<file path="src/rtl/md_sequencer.sv">
// md_sequencer: iterative RV32M multiply/divide unit with its control FSM
module md_sequencer #(
   parameter int XLEN  = 32,
   parameter int CNT_W = 6
) (
   input  logic            clk,
   input  logic            rst,
   input  logic            start,
   input  logic [2:0]      funct3,
   input  logic [XLEN-1:0] op_a,
   input  logic [XLEN-1:0] op_b,
   input  logic            flush,
   output logic            busy,
   output logic            done,
   output logic [XLEN-1:0] result
);
   typedef enum logic [1:0] {IDLE, CALC, SIGN, DONE} state_t;
   localparam logic [XLEN-1:0] MINV = {1'b1, {(XLEN-1){1'b0}}};
   state_t            state, state_nx;
   logic [2:0]        f3;
   logic [XLEN-1:0]   mc;
   logic [2*XLEN-1:0] prod;
   logic              sg;
   logic [CNT_W-1:0]  cnt;
   logic              accept, special, div0, ovf, sa, sb;
   logic [XLEN-1:0]   ua, ub, spec_res, qn, rn, fin;
   logic [2*XLEN-1:0] pn, shl, step;
   logic [XLEN:0]     sum, trial;

   // operand magnitudes, special-case detection, one iteration step and sign fix-up
   always_comb begin
      sa       = (funct3 == 3'b001 || funct3 == 3'b010 || (funct3[2] && !funct3[0])) && op_a[XLEN-1];
      sb       = (funct3 == 3'b001 || (funct3[2] && !funct3[0])) && op_b[XLEN-1];
      ua       = sa ? -op_a : op_a;
      ub       = sb ? -op_b : op_b;
      div0     = funct3[2] && op_b == '0;
      ovf      = funct3[2] && !funct3[0] && op_a == MINV && op_b == '1;
      special  = div0 || ovf;
      spec_res = div0 ? (funct3[1] ? op_a : '1) : (funct3[1] ? '0 : op_a);
      sum      = {1'b0, prod[2*XLEN-1:XLEN]} + (prod[0] ? {1'b0, mc} : '0);
      shl      = {prod[2*XLEN-2:0], 1'b0};
      trial    = {1'b0, shl[2*XLEN-1:XLEN]} - {1'b0, mc};
      step     = f3[2] ? (trial[XLEN] ? shl : {trial[XLEN-1:0], shl[XLEN-1:1], 1'b1})
                       : {sum, prod[XLEN-1:1]};
      pn       = sg ? -prod : prod;
      qn       = sg ? -prod[XLEN-1:0] : prod[XLEN-1:0];
      rn       = sg ? -prod[2*XLEN-1:XLEN] : prod[2*XLEN-1:XLEN];
      fin      = f3[2] ? (f3[1] ? rn : qn) : (f3[1:0] == 2'b00 ? pn[XLEN-1:0] : pn[2*XLEN-1:XLEN]);
   end

   // next state and status outputs; flush overrides everything
   always_comb begin
      accept   = !flush && start && (state == IDLE || state == DONE);
      state_nx = flush ? IDLE
               : accept ? (special ? DONE : CALC)
               : state == CALC ? (cnt == CNT_W'(XLEN-1) ? SIGN : CALC)
               : state == SIGN ? DONE : IDLE;
      busy     = state == CALC || state == SIGN;
      done     = state == DONE;
   end

   // state register
   always_ff @(posedge clk or posedge rst) begin
      if (rst) state <= IDLE;
      else     state <= state_nx;
   end

   // operand capture, iteration datapath and result register
   always_ff @(posedge clk or posedge rst) begin
      if (rst) begin
         f3     <= '0;
         mc     <= '0;
         prod   <= '0;
         sg     <= 1'b0;
         cnt    <= '0;
         result <= '0;
      end else if (accept) begin
         f3   <= funct3;
         mc   <= funct3[2] ? ub : ua;
         prod <= {{XLEN{1'b0}}, funct3[2] ? ua : ub};
         sg   <= (funct3[2] && funct3[1]) ? sa : sa ^ sb;
         cnt  <= '0;
         if (special) result <= spec_res;
      end else if (state == CALC && !flush) begin
         prod <= step;
         cnt  <= cnt + CNT_W'(1);
      end else if (state == SIGN && !flush) begin
         result <= fin;
      end
   end
endmodule

</file>
<file path="config.mk">
export PLATFORM = sky130hd
export DESIGN_NAME = md_sequencer
export DESIGN_NICKNAME = d
export VERILOG_FILES = /design/src/rtl/md_sequencer.sv
export SDC_FILE = /design/constraint.sdc
export NUM_CORES = 1
export LEC_CHECK = 0
export ABC_CLOCK_PERIOD_IN_PS = 10600
export CAP_MARGIN = 20
export CORE_ASPECT_RATIO = 0.5
export CORE_UTILIZATION = 60
export CTS_CLUSTER_SIZE = 12
export DETAILED_ROUTE_END_ITERATION = 8
export GPL_TIMING_DRIVEN = 0
export PLACE_DENSITY = 0.81
export SYNTH_ARGS = -nofsm -noshare
export SYNTH_HDL_FRONTEND = slang
export SYNTH_SLANG_ARGS = --single-unit
</file>
<file path="constraint.sdc">
create_clock -name clk -period 10.6 [get_ports clk]
set_input_delay 3.18 -clock clk [delete_from_list [all_inputs] [get_ports clk]]
set_output_delay 3.18 -clock clk [all_outputs]
set_load 0.02 [all_outputs]
</file>
==> impl_metrics.py <==
metrics = {
    "setup_path": {
        "cpLargestDelayFamily": "simple AND/OR/NAND/NOR gates",
        "cp_num_buf_inv": 3,
        "crit_chain": "clkdlybuf4s50_1 -> nor4_1 -> nand3_1 -> nor3_1 -> and3_1 -> and3_1 -> nor3_1 -> or3_1 -> buf_6 -> buf_6 -> a311oi_1 -> a21oi_1",
        "start_kind": "input pin",
        "required_ps": 10920,
        "r2r_end": "prod[45]",
        "cp.arrival_ps": 7310,
        "r2r_start": "prod[31]",
        "crit_type": "in -> reg",
        "critical_path.slowest_cell": "nor3_1",
        "path_max_fanout": 10,
        "r2r_slack_ps": 5300,
        "critPathMaxStageDelay_ps": 880,
        "ff2ff_path_depth": 14,
        "critPathCaptureType": "flop",
    },
    "layout": {
        "fin_cells": 2403,
        "drive_gt1_share_pct": 4.071,
        "nNetsFinal": 2222,
        "area_growth_pct": 13.64,
        "diodes": 0,
    },
    "job": {
        "timing.max_cap.violations": 0,
    },
    "synth": {
        "yosysSeqAreaShare_pct": 23.82,
        "synth.area.mux_share_pct": 3.241,
        "syn_area_mm2": 0.01471,
        "postSynthAreaPerCell_um2": 7.535,
        "async_flop_share_pct": 100.0,
        "syn-num-nets": 2099,
        "synth-xor-area-share_pct": 11.61,
        "ys_warn_count": 0,
        "synth_area_leaders": "dfrtp_1, xnor2_1, o21ai_0",
        "synth_top_family_by_area": "compound AO/OA/AOI/OAI gates",
        "ys_types": 82,
        "synth_top_area_share_pct": 23.82,
        "synth.most_common_cell": "nand2_1",
        "synth_edf_count": 0,
        "yosys.area_share.simple_pct": 19.78,
        "synthAdderAreaFrac_pct": 8.269,
        "yosysTopAreaCell": "dfrtp_1",
        "synthTopCellsByCount": "nand2_1, o21ai_0, nor2_1",
        "dominantRegCellSynth": "dfrtp_1",
        "synth_compound_area_share_pct": 27.83,
        "synthCells": 1952,
        "synth-seq-cells": 140,
    },
    "grt": {
        "antenna_found_initial": 0,
        "grt_max_degree": 80,
        "grtUsageTotal_pct": 49.14,
        "grt_pass1_vias": 15036,
        "grt_pass1_wl_um": 91950,
        "overflow": 0,
    },
    "timing": {
        "slew_viol_final": 0,
        "max_slew_margin_pct": 17.87,
        "finalClockSkew_ps": 17.09,
        "hold_violations": 0,
        "rsz0062_at_grt": "false",
        "tightest_slew_ps": 1224,
        "layout_min_cycle_time_ps": 6990,
        "setup_slack_ps": 3610,
        "max_clock_freq_mhz": 143.1,
        "period_share_pct": 65.94,
        "fin_setup_tns_ps": 0,
        "setup_viol": 0,
    },
    "cts": {
        "numCtsBuffers": 17,
        "cts_root_buffer": "clkbuf_16",
        "clk_latency_ps": 470,
        "cts_sinks": 140,
        "path_clk_slew_ps": 60,
        "post_cts.repair.setup_buffers": 0,
        "htreeDepth": 4,
        "clockBufferDepth": 2,
        "cts_resized": 0,
        "cts_tree": "yes",
        "cts_hold_buf": 0,
    },
    "drt": {
        "dr.pass1.iters": 7,
        "drc": 0,
        "wire_per_inst_um": 25.78,
        "drt_iter0_markers": 2771,
        "vias_per_cell": 6.895,
        "finalWirelength_um": 61960,
        "vias": 16569,
        "final_antenna_net_count": 0,
    },
    "min_path": {
        "hp-class": "reg -> reg",
        "worstHoldStart": "result[29]",
        "holdPathStages": 2,
        "min_to": "result[29]",
    },
    "floorplan": {
        "die_area_mm2": 0.02518,
        "dieHeight_um": 112.7,
        "ios": 105,
        "initial_core_util_pct": 61.22,
        "rows": 40,
        "die_w_um": 223.4,
        "coreArea_mm2": 0.02402,
    },
    "place": {
        "post-place-cells": 2371,
        "finalWeightedCongestion": 1.132,
        "portBuffers": 102,
        "hpwlAfterDp_um": 48310,
        "dp_slack_ps": 3405,
    },
    "pwr": {
        "total_leakage_power_nw": 6.986,
        "ir_drop_v": 0.0001720,
        "p_per_area_mw_per_mm2": 271.8,
    },
    "outcome": {
        "status": "completed",
    },
}
[power by group]
group	internal (mW)	switching [mW]
combinational	1.09	1.90
sequential	0.723	0.254
clock	0.309	0.275
[per-layer routing]
layer  part of all wire, %  track usage, %  vias to the layer above
met5                     0               0                        -
met4                   3.6           17.72                        0
met3                    18           22.25                      223
met2                    40           69.16                     1339
met1                    39           65.95                     7684
li1                      -               -                     7323
[sequential cells by signal, summed over array words and instances, names as in the netlist]
signal  flops
cnt         6
prod       64
sg          1
f3          3
mc         32
result     32
state       2
[final cells by class]
type | count | area (um2)
sequential | 140 | 3503
fill | 2096 | 7310
timing repair buffer | 104 | 1056
inverter | 68 | 260.3
buffer | 137 | 546.8
multi-input combinational | 1607 | 10400
tap | 315 | 394.1
clock buffer | 19 | 442.9
clock inverter | 13 | 107.6
[metrics by stage]
stage | total power, mW | utilization [%] | hold slack (ps) | instance area, um2
2_1_floorplan | 2.871 | - | 449.7 | 14710
3_3_place_gp | 3.752 | 67.11 | 459.6 | 16120
3_5_place_dp | 3.794 | 67.28 | 469.3 | 16160
4_1_cts | 4.380 | 69.57 | 482.0 | 16710
5_1_grt | 4.764 | 69.57 | 495.9 | 16710
6_report | 4.542 | 69.57 | 475.5 | 16710
[worst max path at each step]
| stage | startpoint | to | slack, ps | cells after the start |
|---|---|---|---|---|
| 4_1_cts | op_a[5] | result[27] | 3850 | 12 |
| 3_5_place_dp | op_a[5] | result[23] | 3400 | 12 |
| 2_1_floorplan | rst | cnt[0] | 3670 | 1 |
| 6_report | op_a[5] | result[27] | 3610 | 12 |
| 5_1_grt | op_a[5] | result[27] | 3520 | 12 |
| 3_3_place_gp | rst | prod[38] | 1590 | 2 |
[cells by family (layout without fill, tap and decap cells)]
family / count (synthesis) / after routing
AOI/OAI and AO/OA: 642 / 642
xor gates and xnor gates: 195 / 195
adders and majority gates: 101 / 101
buffers and inverters: 205 / 341
DFF: 140 / 140
muxes: 47 / 47
and+or+nand+nor: 622 / 622
[layout by cell type, fill, tap and decap left out, types with 6 or more instances in the layout]
cell type and instances:
o221ai_1 25, a21oi_1 168, nand3_1 26, nor2b_1 14
clkbuf_1 120, maj3_1 25, o31ai_1 27, nand2b_1 16
inv_1 65, dfrtp_1 140, o211ai_1 37, nand4_1 18
clkbuf_16 17, or4_1 17, a211oi_1 13, mux2i_1 42
clkdlybuf4s50_1 102, nor3_1 39, a21o_1 31, a31oi_1 8
nor4_1 11, o21bai_1 8, o41ai_1 13, and3_1 14
o22ai_1 15, or3_1 17, a221o_1 7, o21ai_0 187
xnor2_1 113, nor2_1 180, a22oi_1 17, o21a_1 10
xor2_1 82, and2_1 7, ha_1 74, buf_1 9
nand3b_1 6, a221oi_1 23, nand2_1 224, or2_2 14
[worst register-to-register path, cell delays in order, from the launching register on]
cell and delay [ps]:
dfrtp_1 660, inv_1 320, ha_1 290, fa_1 400
nand2b_1 190, a21oi_1 310, o21ai_0 220, o31ai_1 540
a21oi_1 300, o31ai_1 570, a311oi_1 440, clkbuf_1 450
nor2_1 190, a21oi_1 70, o21ai_0 240
Power figures use the tool's default switching activity.
